**src/rtl/regfile_readback_scan_pkg.sv**
```systemverilog
// Shared constants for the register-file readback scanner.
// Register geometry, scan FSM state codes and default Fibonacci seeds.
package regfile_readback_scan_pkg;

    localparam int NUM_REGS = 16;
    localparam int REG_W    = 16;
    localparam int IDX_W    = $clog2(NUM_REGS);

    localparam logic [IDX_W-1:0] LAST_IDX = IDX_W'(NUM_REGS - 1);

    // Scan FSM states
    localparam logic [1:0] ST_IDLE  = 2'd0;
    localparam logic [1:0] ST_SEL   = 2'd1;
    localparam logic [1:0] ST_DWELL = 2'd2;
    localparam logic [1:0] ST_DONE  = 2'd3;

    // Seeds shared with the writer-side Fibonacci test FSM
    localparam logic [REG_W-1:0] DEFAULT_SEED0 = 16'h0001;
    localparam logic [REG_W-1:0] DEFAULT_SEED1 = 16'h0001;

endpackage

```
**src/rtl/regfile_readback_scan_hex7seg.sv**
```systemverilog
// hexTo7Seg: one hex nibble to an active-high seven-segment pattern.
// Bit order is {g,f,e,d,c,b,a}.
module hexTo7Seg (
    input  logic [3:0] hex,
    output logic [6:0] seg
);

    // Pure lookup, one pattern per nibble value
    always_comb begin
        seg = 7'h00;
        case (hex)
            4'h0: seg = 7'h3F;
            4'h1: seg = 7'h06;
            4'h2: seg = 7'h5B;
            4'h3: seg = 7'h4F;
            4'h4: seg = 7'h66;
            4'h5: seg = 7'h6D;
            4'h6: seg = 7'h7D;
            4'h7: seg = 7'h07;
            4'h8: seg = 7'h7F;
            4'h9: seg = 7'h6F;
            4'hA: seg = 7'h77;
            4'hB: seg = 7'h7C;
            4'hC: seg = 7'h39;
            4'hD: seg = 7'h5E;
            4'hE: seg = 7'h79;
            4'hF: seg = 7'h71;
            default: seg = 7'h00;
        endcase
    end

endmodule

```
**src/rtl/regfile_readback_scan.sv**
```systemverilog
// Passive readback scan of r0..r15 onto a four-digit display.
// Optional Fibonacci check is built when READBACK_CHECK_EN is defined.
module regfile_readback_scan
    import regfile_readback_scan_pkg::*;
#(
    parameter int               DWELL_CYCLES = 2,
    parameter logic [REG_W-1:0] SEED0        = DEFAULT_SEED0,
    parameter logic [REG_W-1:0] SEED1        = DEFAULT_SEED1
) (
    input  logic             clk,
    input  logic             reset,
    input  logic             start,
    input  logic [REG_W-1:0] rdata,
    output logic [IDX_W-1:0] rsel,
    output logic [REG_W-1:0] shown_value,
    output logic [IDX_W-1:0] shown_index,
    output logic [27:0]      display,
    output logic             busy,
    output logic             done,
    output logic             mismatch,
    output logic [IDX_W-1:0] mismatch_index
);

    // A zero dwell would skip the hold entirely; clamp it to one cycle.
    localparam int DW    = (DWELL_CYCLES < 1) ? 1 : DWELL_CYCLES;
    localparam int CNT_W = $clog2(DW) + 1;
    localparam logic [CNT_W-1:0] CNT_LOAD = CNT_W'(DW - 1);

    logic [1:0]       state_q, state_d;
    logic [IDX_W-1:0] rsel_q, rsel_d;
    logic [REG_W-1:0] shown_value_q, shown_value_d;
    logic [IDX_W-1:0] shown_index_q, shown_index_d;
    logic [CNT_W-1:0] cnt_q, cnt_d;
    logic             done_q, done_d;

    logic start_ok;
    logic capture;

    assign start_ok = start &&
                      (state_q == ST_IDLE || state_q == ST_DONE);
    assign capture  = (state_q == ST_SEL);

    // Scan FSM: step rsel, capture on the settled cycle, then dwell
    always_comb begin
        state_d       = state_q;
        rsel_d        = rsel_q;
        shown_value_d = shown_value_q;
        shown_index_d = shown_index_q;
        cnt_d         = cnt_q;
        done_d        = done_q;
        if (start_ok) begin
            state_d = ST_SEL;
            rsel_d  = '0;
            done_d  = 1'b0;
        end else if (capture) begin
            shown_value_d = rdata;
            shown_index_d = rsel_q;
            cnt_d         = CNT_LOAD;
            state_d       = ST_DWELL;
        end else if (state_q == ST_DWELL) begin
            if (cnt_q == '0) begin
                if (rsel_q == LAST_IDX) begin
                    state_d = ST_DONE;
                    done_d  = 1'b1;
                end else begin
                    rsel_d  = rsel_q + 1'b1;
                    state_d = ST_SEL;
                end
            end else begin
                cnt_d = cnt_q - 1'b1;
            end
        end
    end

    // Scan state registers
    always_ff @(posedge clk) begin
        if (reset) begin
            state_q       <= ST_IDLE;
            rsel_q        <= '0;
            shown_value_q <= '0;
            shown_index_q <= '0;
            cnt_q         <= '0;
            done_q        <= 1'b0;
        end else begin
            state_q       <= state_d;
            rsel_q        <= rsel_d;
            shown_value_q <= shown_value_d;
            shown_index_q <= shown_index_d;
            cnt_q         <= cnt_d;
            done_q        <= done_d;
        end
    end

    assign rsel        = rsel_q;
    assign shown_value = shown_value_q;
    assign shown_index = shown_index_q;
    assign done        = done_q;
    assign busy        = (state_q == ST_SEL) || (state_q == ST_DWELL);

`ifdef READBACK_CHECK_EN
    logic [REG_W-1:0] exp_a_q, exp_a_d;
    logic [REG_W-1:0] exp_b_q, exp_b_d;
    logic             mm_q, mm_d;
    logic [IDX_W-1:0] mmi_q, mmi_d;

    // Fibonacci generator advances once per capture; first miss is sticky
    always_comb begin
        exp_a_d = exp_a_q;
        exp_b_d = exp_b_q;
        mm_d    = mm_q;
        mmi_d   = mmi_q;
        if (start_ok) begin
            exp_a_d = SEED0;
            exp_b_d = SEED1;
            mm_d    = 1'b0;
            mmi_d   = '0;
        end else if (capture) begin
            if (rdata != exp_a_q && !mm_q) begin
                mm_d  = 1'b1;
                mmi_d = rsel_q;
            end
            exp_a_d = exp_b_q;
            exp_b_d = exp_a_q + exp_b_q;
        end
    end

    // Checker registers
    always_ff @(posedge clk) begin
        if (reset) begin
            exp_a_q <= SEED0;
            exp_b_q <= SEED1;
            mm_q    <= 1'b0;
            mmi_q   <= '0;
        end else begin
            exp_a_q <= exp_a_d;
            exp_b_q <= exp_b_d;
            mm_q    <= mm_d;
            mmi_q   <= mmi_d;
        end
    end

    assign mismatch       = mm_q;
    assign mismatch_index = mmi_q;
`else
    logic unused_seeds;
    assign unused_seeds   = ^{SEED0, SEED1};
    assign mismatch       = 1'b0;
    assign mismatch_index = '0;
`endif

    hexTo7Seg u_dig3 (.hex(shown_value_q[15:12]), .seg(display[27:21]));
    hexTo7Seg u_dig2 (.hex(shown_value_q[11:8]),  .seg(display[20:14]));
    hexTo7Seg u_dig1 (.hex(shown_value_q[7:4]),   .seg(display[13:7]));
    hexTo7Seg u_dig0 (.hex(shown_value_q[3:0]),   .seg(display[6:0]));

endmodule

```
**config.mk**
```make
export PLATFORM = sky130hd
export DESIGN_NAME = regfile_readback_scan
export DESIGN_NICKNAME = d
export VERILOG_FILES = /design/src/rtl/regfile_readback_scan_pkg.sv /design/src/rtl/regfile_readback_scan_hex7seg.sv /design/src/rtl/regfile_readback_scan.sv
export SDC_FILE = /design/constraint.sdc
export NUM_CORES = 1
export LEC_CHECK = 0
export CORE_AREA = 2 2 64 111
export DETAILED_ROUTE_END_ITERATION = 7
export DIE_AREA = 0 0 66 113
export PLACE_DENSITY = 0.78
export SYNTH_ARGS = -nofsm -noshare
export SYNTH_HDL_FRONTEND = slang
export SYNTH_SLANG_ARGS = --single-unit
```
**constraint.sdc**
```tcl
create_clock -name clk -period 3.15 [get_ports clk]
set_input_delay 0.7875 -clock clk [delete_from_list [all_inputs] [get_ports clk]]
set_output_delay 0.7875 -clock clk [all_outputs]
set_load 0.005 [all_outputs]
```
==> results.txt, run 1 <==
setup violation total in the final timing report - 0
total iterations of the first detailed-routing run - 5
All-Layer GR Usage - 21.1%
most frequent cells in the layout - 71 x sky130_fd_sc_hd__clkdlybuf4s50_1, 57 x sky130_fd_sc_hd__dfxtp_1, 32 x sky130_fd_sc_hd__ha_1
horizontal die dimension - 66 um
top-level I/O count - 78
instance count along the most critical hold path - 2
H-tree lvl count - 3
endpoint type of the worst setup path - register
combined area of all synthesized cells - 3120 sq um
result of the run - finished clean
Area Growth Syn to Fin - 31.5%
number of gates on the worst path with buffers counted - 8
Residual DRC - 0
share of synthesized registers carrying an async set or reset - 0%
average instance area after synthesis - 9.07 sq um
HPWL after detailed placement - 5.28 mm
post-cts sizing count - 0
TritonCTS clock tree - yes
vias - 2,706
IO Port Bufs - 72
Post-Route Setup TNS - 0 ns
final routed wirelength across all metal layers - 7.37 mm
register clock-pin slew on the reported worst setup and hold paths - 0.05 ns
final worst-path cycle share - 84.7%
number of buffers inserted during clock tree synthesis - 9
CP bufs+invs - 2
critical path required time - 3.39 ns
ratio of total power to cell area - 794 nW/um^2
achievable clock frequency - 0.375 GHz
post-CTS setup repair buffer count - 0
final period demand of the worst path - 2.67 ns
fraction of final layout cells sized beyond drive strength 1 - 7.95%
worst ir drop on vdd - 0.000488 V
crit start category - register
critical setup path kind - register to register
clock root buffer master - sky130_fd_sc_hd__clkbuf_16
number of global-route vias before repair - 2,670
max-slew violation count - 0
wire length of the first global-routing pass - 12.1 mm
Fillers - 544
critical path cell sequence - inv_1 > ha_2 > mux2i_1 > nor2_1 > inv_1 > ha_1 > a211o_1 > a22oi_1
Inserted Diodes - 0
via density per instance - 5.44
Post-synth EDFFs - 0
leakage power total - 0.00167 uW
maximum number of pins on one net before global-route repair - 38
Critical Path Fanout Max - 37
initial antenna violation count - 0
Yosys warning count - 0
area of the die - 7460 sq um
die boundary height - 113 um
effective utilization at floorplan - 47.7%
slowest stage cell on the critical path - sky130_fd_sc_hd__ha_2
cell repeated most along the worst path - sky130_fd_sc_hd__inv_1
sequential area share after synthesis - 36.6%
number of instances in the synthesized netlist - 344
clk_lat worst skew - 0.33 ns
First DRT Iteration DRCs - 192
worst relative slew slack - 43.8%
Detail Route Antenna Nets - 0
synthesis-stage register bit count - 57
final hold viol count - 0
average wire length per cell after detail routing - 14.8 um
core area - 6540 sq um
crit-path max cell delay - 0.75 ns
Layout Skew - 0.00730 ns
sum of overflow across all layers after global routing - 0
most common flop cell mapped by yosys - sky130_fd_sc_hd__dfxtp_1
distinct cell type count of the synthesized netlist - 58
critical path data arrival time - 2.91 ns
CTS sink cnt - 57
cts-stage hold buffer count - 0
most common library cell in the layout ignoring fill and taps - sky130_fd_sc_hd__clkdlybuf4s50_1
Site Rows - 39
kind of cell with the highest combined delay on the critical path - adder cells
Slew @ Worst Pin - 0.843 ns
depth of the worst register-to-register path - 8
hold crit path type - register to register
number of max-cap violations - 0
Longest Clk Path Bufs - 2
number of nets at the end of the flow - 462
placer's final routability congestion estimate - 0.868
total power after layout - 3260 uW
unrepaired setup endpoints after global routing - false
synthesized netlist by cell type (all sizes together), types with 4 or more instances:
master,count,area share [%]
a211oi,4,1.1
nand3,4,0.64
a21oi,20,3.6
or2,7,1.4
nor2b,4,0.80
ha,33,13
clkbuf,4,0.56
dfxtp,57,37
inv,31,3.7
o21ai,12,1.9
or3,4,0.80
buf,20,4.5
nor2,30,3.9
nand3b,6,1.4
mux2i,18,5.8
a31oi,6,1.2
nand2,17,2.0
a32oi,9,2.5
nor3,10,1.6
a21o,4,0.96
registers in the layout, indices dropped and copies added, names as in the netlist:
name,count
state_q,2
u_dig3.seg,7
u_dig1.seg,7
rsel,4
shown_value,16
shown_index,4
done,1
u_dig2.seg,7
cnt_q,2
u_dig0.seg,7
report_power, final:
part	leakage, uW	internal [uW]	switching [uW]
logic	0.00107	699	652
clock network	0.000137	568	333
registers	0.000468	917	86.6
metal layers:
metal  up-vias  wire length (um)  part of all wire, %  global-route usage, %
li1       1326                 -                    -                      -
met1      1252              2860                   39                   21.8
met2       104              3850                   52                   36.4
met3        24               436                  5.9                   7.36
met4         0               221                  3.0                   11.4
met5         -                 0                    0                      0
cells by family after synthesis:
| group | count (synthesis) | share of synthesized area, % |
|---|---|---|
| compound gates | 79 | 18.1 |
| other cells | 1 | 0.120 |
| simple gates | 98 | 16.5 |
| xor+xnor | 3 | 0.843 |
| fa+ha+maj | 33 | 13.2 |
| flops | 57 | 36.6 |
| buf+inv | 55 | 8.78 |
| mux | 18 | 5.78 |
layout make-up:
class | instances | area [sq um] | area share, %
Timing Repair Buffer | 75 | 738 | 18.0
Sequential cell | 57 | 1140 | 27.8
Inverter | 31 | 116 | 2.84
Multi-Input combinational cell | 236 | 1720 | 42.0
Clock inverter | 5 | 30.0 | 0.732
Tap cell | 82 | 103 | 2.50
Clock buffer | 11 | 253 | 6.16
through the flow:
step,utilization [%],area (sq um),setup slack [ns],instances,hold WS (ns)
2_1_floorplan,-,3130,0.745,348,0.450
3_3_place_gp,58.4,3820,0.589,481,0.458
3_5_place_dp,58.4,3820,0.494,481,0.480
4_1_cts,62.7,4100,0.474,497,0.487
5_1_grt,62.7,4100,0.264,497,0.506
6_report,62.7,4100,0.482,497,0.480
path summary, 6_finish.rpt:
| kind | start | endpoint | slack, ns |
|---|---|---|---|
| min | cnt_q[1] | cnt_q[1] | 0.48 |
| min reg2reg | cnt_q[1] | cnt_q[1] | 0.48 |
| max reg2reg | state_q[1] | u_dig2.seg[4] | 0.48 |
| max | state_q[1] | u_dig2.seg[4] | 0.48 |
worst reg2reg max path: stages (launching register included):
cell and delay [ns]:
sky130_fd_sc_hd__dfxtp_1 0.31, sky130_fd_sc_hd__inv_1 0.09, sky130_fd_sc_hd__ha_2 0.75, sky130_fd_sc_hd__mux2i_1 0.22, sky130_fd_sc_hd__nor2_1 0.32, sky130_fd_sc_hd__inv_1 0.16
sky130_fd_sc_hd__ha_1 0.27, sky130_fd_sc_hd__a211o_1 0.29, sky130_fd_sc_hd__a22oi_1 0.16
(Power assumes the default switching activity.)
==> inputs of run 2 (changes only) <==
--- a/config.mk
+++ b/config.mk
@@ -5,10 +5,10 @@
 export SDC_FILE = /design/constraint.sdc
 export NUM_CORES = 1
 export LEC_CHECK = 0
-export CORE_AREA = 2 2 64 111
+export CORE_AREA = 2 2 66 116
 export DETAILED_ROUTE_END_ITERATION = 7
-export DIE_AREA = 0 0 66 113
-export PLACE_DENSITY = 0.78
+export DIE_AREA = 0 0 68 118
+export PLACE_DENSITY = 0.75
 export SYNTH_ARGS = -nofsm -noshare
 export SYNTH_HDL_FRONTEND = slang
 export SYNTH_SLANG_ARGS = --single-unit
==> constraint.sdc (replaced) <==
create_clock -name clk -period 2.3 [get_ports clk]
set_input_delay 0.575 -clock clk [delete_from_list [all_inputs] [get_ports clk]]
set_output_delay 0.575 -clock clk [all_outputs]
set_load 0.005 [all_outputs]
==> run 2 against run 1 <==
Against the previous run: critical path depth shrank 4; register-to-register slack worse by 0.35 ns; die area grew 7.6%; non-clock buffer count is 19 higher; critical endpoint is now busy; largest cell class unchanged; largest power group unchanged; highest routed layer unchanged.
==> results.txt, run 2 (synthesis gave the netlist of run 1 again) <==
horizontal die dimension - 68 um (+3.0%)
Residual DRC - 0 (unchanged)
average wire length per cell after detail routing - 14.6 um (-1.7%)
placed instance count - 504 (+4.8%)
All-Layer GR Usage - 20.0% (-1.1 points)
number of buffers inserted during clock tree synthesis - 9 (unchanged)
Layout Skew - 0.00438 ns (-0.00292 ns)
Area Growth Syn to Fin - 38.5%
placer's final routability congestion estimate - 0.923 (+6.4%)
final routed wirelength across all metal layers - 7.58 mm (+2.8%)
leakage power total - 0.00179 uW (+7.3%)
clock root buffer master - sky130_fd_sc_hd__clkbuf_16
worst ir drop on vdd - 0.000638 V (+31%)
crit start category - register
Longest Clk Path Bufs - 2 (unchanged)
top-level I/O count - 78 (unchanged)
Design Area, Final - 4320 sq um (+5.3%)
total iterations of the first detailed-routing run - 4 (-1)
Fillers - 623 (+15%)
maximum number of pins on one net before global-route repair - 24 (-37%)
achievable clock frequency - 0.452 GHz
ratio of total power to cell area - 1120 nW/um^2 (+41%)
IO Port Bufs - 72 (unchanged)
sum of overflow across all layers after global routing - 0 (unchanged)
result of the run - finished clean
Site Rows - 41 (+5.1%)
final worst-path cycle share - 96.1%
launching element of the worst setup path - state_q[0]
critical path data arrival time - 1.64 ns (-1.27 ns)
final hold viol count - 0 (unchanged)
Detail Route Antenna Nets - 0 (unchanged)
initial antenna violation count - 0 (unchanged)
post-CTS setup repair buffer count - 0 (unchanged)
Post-Place Cell Area - 3970 sq um (+3.9%)
First DRT Iteration DRCs - 175 (-8.9%)
effective utilization at floorplan - 44.1% (-3.6 points)
vias - 2,756 (+1.8%)
unrepaired setup endpoints after global routing - true
Critical Path Fanout Max - 8 (-78%)
critical path required time - 1.73 ns (-1.66 ns)
clk_lat worst skew - 0.33 ns (about the same)
TritonCTS clock tree - yes
core area - 7080 sq um (+8.3%)
max-slew violation count - 0 (unchanged)
H-tree lvl count - 3 (unchanged)
non-filler instance count after layout - 520 (+4.6%)
setup violation total in the final timing report - 0 (unchanged)
area of the die - 8020 sq um (+7.6%)
fraction of final layout cells sized beyond drive strength 1 - 12.4% (+4.5 points)
HPWL after detailed placement - 5.73 mm (+8.5%)
number of global-route vias before repair - 2,719 (+1.8%)
hold crit path type - register to register
number of nets at the end of the flow - 481 (+4.1%)
most common library cell in the layout ignoring fill and taps - sky130_fd_sc_hd__clkdlybuf4s50_1
Largest register FFs - 16 (unchanged)
endpoint type of the worst setup path - output port
wire length of the first global-routing pass - 12.1 mm (-0.12%)
post-cts sizing count - 1 (+1)
number of max-cap violations - 0 (unchanged)
register clock-pin slew on the reported worst setup and hold paths - 0.05 ns (about the same)
most frequent cells in the layout - 71 x sky130_fd_sc_hd__clkdlybuf4s50_1, 56 x sky130_fd_sc_hd__dfxtp_1, 31 x sky130_fd_sc_hd__ha_1
total power after layout - 4840 uW (+49%)
Inserted Diodes - 0 (unchanged)
die boundary height - 118 um (+4.4%)
startpoint of the most critical register-to-register path - state_q[1]
worst hold path startpoint - cnt_q[1]
critical setup path kind - register to output port
CTS sink cnt - 57 (unchanged)
via density per instance - 5.30 (-2.7%)
final period demand of the worst path - 2.21 ns
cts-stage hold buffer count - 0 (unchanged)
[run 2: worst max-delay path, cell delays in order (launching register included)]
cell                              delay [ns]
sky130_fd_sc_hd__dfxtp_2                0.37
sky130_fd_sc_hd__inv_1                  0.09
sky130_fd_sc_hd__ha_4                   0.27
sky130_fd_sc_hd__inv_1                  0.07
sky130_fd_sc_hd__clkdlybuf4s50_1        0.50
[run 2: path summary, 6_finish.rpt]
| path | to | slack (ns) | cells after the start |
|---|---|---|---|
| setup / recovery | busy | 0.09 | 4 |
| setup reg to reg | u_dig1.seg[6] | 0.13 | 9 |
| hold reg to reg | cnt_q[1] | 0.48 | 2 |
| hold / removal | cnt_q[1] | 0.48 | 2 |
[run 2: routing by layer]
metal / vias to the layer above / share of wire, % / track usage [%]
met5: - / 0 / 0
met4: 0 / 4.0 / 13.8
met3: 26 / 5.5 / 4.97
met2: 99 / 54 / 35.9
met1: 1273 / 36 / 18.3
li1: 1358 / - / -
[run 2: cell type report]
type / instances / area [sq um] / share of cell area [%]
clock inverter: 5 / 77.6 / 1.80
clock buffer: 11 / 253 / 5.85
sequential: 57 / 1140 / 26.4
multi-input combinational: 236 / 1740 / 40.4
tap: 86 / 108 / 2.49
timing repair buffer: 94 / 881 / 20.4
inverter: 31 / 116 / 2.69
[run 2: through the flow]
stage          setup slack (ns)  hold WS, ns  TNS (ns)  utilization (%)
2_1_floorplan            0.0704        0.450         0                -
3_3_place_gp             0.0628        0.460         0             56.0
3_5_place_dp            0.00478        0.460         0             56.0
4_1_cts                 0.00684        0.479         0             60.7
5_1_grt                 -0.0185        0.493   -0.0305             61.0
6_report                 0.0900        0.475         0             61.0
[run 2: power breakdown]
group,switching (uW),leakage [uW],internal (uW)
clock network,454,0.000162,1000
registers,132,0.000468,1260
logic,915,0.00116,1080
total,1500,0.00179,3340
==> inputs of run 3 (changes only) <==
--- a/config.mk
+++ b/config.mk
@@ -5,10 +5,10 @@
 export SDC_FILE = /design/constraint.sdc
 export NUM_CORES = 1
 export LEC_CHECK = 0
-export CORE_AREA = 2 2 66 116
+export CORE_AREA = 2 2 74 129
 export DETAILED_ROUTE_END_ITERATION = 7
-export DIE_AREA = 0 0 68 118
-export PLACE_DENSITY = 0.75
+export DIE_AREA = 0 0 76 131
+export RECOVER_POWER = 100
 export SYNTH_ARGS = -nofsm -noshare
 export SYNTH_HDL_FRONTEND = slang
 export SYNTH_SLANG_ARGS = --single-unit
==> run 3 against run 2 <==
Against the previous run: sequential cell count unchanged; clock-buffer cell count is 1 higher; sequential share of layout area decreased by 0.30 points; register-to-register slack better by 0.04 ns; via count fell by 0.29%; utilization fell by 12 points; die area grew 24%; final area grew 1.1%; sequential power hardly changed; setup slack improved by 0.084 ns; critical endpoint is now u_dig0.seg[3].
==> results.txt, run 3 (synthesis gave the netlist of run 1 again) <==
result of the run - finished clean
die boundary height - 131 um (+11%)
horizontal die dimension - 76 um (+12%)
crit start category - register
clk_lat worst skew - 0.33 ns (about the same)
ratio of total power to cell area - 1080 nW/um^2 (-3.5%)
number of global-route vias before repair - 2,729 (+0.37%)
most common library cell in the layout ignoring fill and taps - sky130_fd_sc_hd__dfxtp_1
average wire length per cell after detail routing - 13.8 um (-5.0%)
setup violation total in the final timing report - 0 (unchanged)
setup slack of the worst register-to-register path - 0.17 ns (+0.04 ns)
vias - 2,748 (-0.29%)
worst ir drop on vdd - 0.000471 V (-26%)
depth of the worst register-to-register path - 8 (-1)
placer's final routability congestion estimate - 0.872 (-5.5%)
CTS sink cnt - 57 (unchanged)
Switching Fraction - 31.5% (+0.48 points)
critical path data arrival time - 2.40 ns (+0.76 ns)
non-filler instance count after layout - 559 (+7.5%)
maximum number of pins on one net before global-route repair - 21 (-13%)
sequential share of power - 29.0% (+0.3 points)
Site Rows - 46 (+12%)
achievable clock frequency - 0.470 GHz (+4.0%)
IO Port Bufs - 72 (unchanged)
final period demand of the worst path - 2.13 ns (-0.0844 ns)
startpoint of the most critical register-to-register path - state_q[1]
HPWL after detailed placement - 5.96 mm (+4.0%)
final worst-path cycle share - 92.4% (-3.7 points)
final core occ - 49.0% (-12 points)
total iterations of the first detailed-routing run - 4 (unchanged)
final worst setup slack - 0.174 ns (+0.0844 ns)
worst hold path startpoint - done
wire length of the first global-routing pass - 12.7 mm (+4.5%)
initial antenna violation count - 0 (unchanged)
register clock-pin slew on the reported worst setup and hold paths - 0.05 ns (about the same)
First DRT Iteration DRCs - 55 (-69%)
Post-Place Cell Area - 4050 sq um (+2.0%)
Design Area, Final - 4370 sq um (+1.1%)
Worst Setup Slack post-DPL - -0.0206 ns (-0.0254 ns)
Critical Path Fanout Max - 15 (+7)
number of buffers inserted during clock tree synthesis - 9 (unchanged)
final routed wirelength across all metal layers - 7.74 mm (+2.1%)
Detail Route Antenna Nets - 0 (unchanged)
Cell Int Power - 3230 uW (-3.1%)
H-tree lvl count - 3 (unchanged)
unrepaired setup endpoints after global routing - false
fraction of final layout cells sized beyond drive strength 1 - 11.2% (-1.3 points)
cts-stage hold buffer count - 0 (unchanged)
Longest Clk Path Bufs - 2 (unchanged)
critical path endpoint - u_dig0.seg[3]
Post-Route Setup TNS - 0 ns (unchanged)
combinational share of power - 40.0% (-1.2 points)
top-level I/O count - 78 (unchanged)
Fillers - 843 (+35%)
launching element of the worst setup path - state_q[1]
number of max-cap violations - 0 (unchanged)
via density per instance - 4.92 (-7.2%)
leakage power total - 0.00185 uW (+3.2%)
sum of overflow across all layers after global routing - 0 (unchanged)
Area Growth Syn to Fin - 40.1%
placed instance count - 543 (+7.7%)
part of the power in the clock network - 30.9% (+0.8 points)
Psw - 1490 uW (-0.93%)
effective utilization at floorplan - 35.0% (-9.1 points)
critical setup path kind - register to register
critical path required time - 2.57 ns (+0.84 ns)
clock root buffer master - sky130_fd_sc_hd__clkbuf_16
Layout Skew - 0.00647 ns (+0.00209 ns)
TritonCTS clock tree - yes
most frequent cells in the layout - 56 x sky130_fd_sc_hd__dfxtp_1, 53 x sky130_fd_sc_hd__dlygate4sd3_1, 32 x sky130_fd_sc_hd__ha_1
area of the die - 9960 sq um (+24%)
max-slew violation count - 0 (unchanged)
final hold viol count - 0 (unchanged)
core area - 8920 sq um (+26%)
endpoint type of the worst setup path - register
Residual DRC - 0 (unchanged)
All-Layer GR Usage - 16.1% (-3.8 points)
worst reg2reg path endpoint - u_dig0.seg[3]
number of nets at the end of the flow - 486 (+1.0%)
post-CTS setup repair buffer count - 0 (unchanged)
Largest register FFs - 16 (unchanged)
Inserted Diodes - 0 (unchanged)
hold crit path type - register to register
[run 3: cell count changes in the layout (fill, tap and decap cells not counted), sizes merged]
| cell | previous run | this run |
|---|---|---|
| buf | 23 | 22 |
| clkdlybuf4s50 | 71 | 17 |
| dlygate4sd3 | 0 | 53 |
| clkinv | 2 | 0 |
| clkinvlp | 1 | 2 |
| clkbuf | 11 | 18 |
| dlymetal6s2s | 0 | 1 |
[run 3: how the worst min path moves through the flow]
stage / end / slack, ns / cells after the start
final: done / 0.48 / 2
after global routing: cnt_q[1] / 0.51 / 2
after CTS: cnt_q[0] / 0.48 / 2
after detailed placement: done / 0.48 / 2
after global placement: cnt_q[1] / 0.46 / 2
after floorplan: cnt_q[1] / 0.45 / 2
[run 3: metal layers]
metal  track usage (%)  vias up  wire length (um)
li1                  -     1376                 -
met2              30.7       88              4150
met1              15.8     1269              3040
met4              9.20        0               217
met5                 0        -                 0
met3              4.33       15               332
[run 3: power groups by stage]
stage / Combinational (uW) / Sequential, uW / Clock [uW]
after floorplan: 1110 / 1410 / 0
after global placement: 1990 / 1400 / 0
after detailed placement: 2010 / 1400 / 0
after CTS: 2040 / 1380 / 1500
after global routing: 2080 / 1400 / 1540
final: 1890 / 1370 / 1460
[run 3: timing repair]
item	CTS	global route
setup endpoints to repair	1	16
gates resized for setup	2	3
cloned	0	0
[run 3: metrics by stage]
stage                     power [uW]  hold WS [ns]
final                           4720         0.483
after global routing            5030         0.512
after CTS                       4920         0.485
after detailed placement        3410         0.475
after global placement          3390         0.463
after floorplan                 2520         0.450
[run 3: area by class of cell]
cell class	instances	area, sq um	share of cell area (%)
well taps	120	150	3.44
flip-flops and latches	57	1140	26.1
multi-input cells	236	1720	39.3
inverters	31	116	2.66
clock inverters	4	75.1	1.72
repair buffers	99	911	20.8
clock buffers	12	256	5.87
[run 3: critical path: stages (launching register included)]
cell and delay (ns):
sky130_fd_sc_hd__dfxtp_1 0.31, sky130_fd_sc_hd__inv_1 0.10, sky130_fd_sc_hd__ha_4 0.29, sky130_fd_sc_hd__buf_4 0.22
sky130_fd_sc_hd__mux2i_1 0.22, sky130_fd_sc_hd__or2_0 0.38, sky130_fd_sc_hd__inv_2 0.13, sky130_fd_sc_hd__a21oi_1 0.24
sky130_fd_sc_hd__a22o_1 0.17
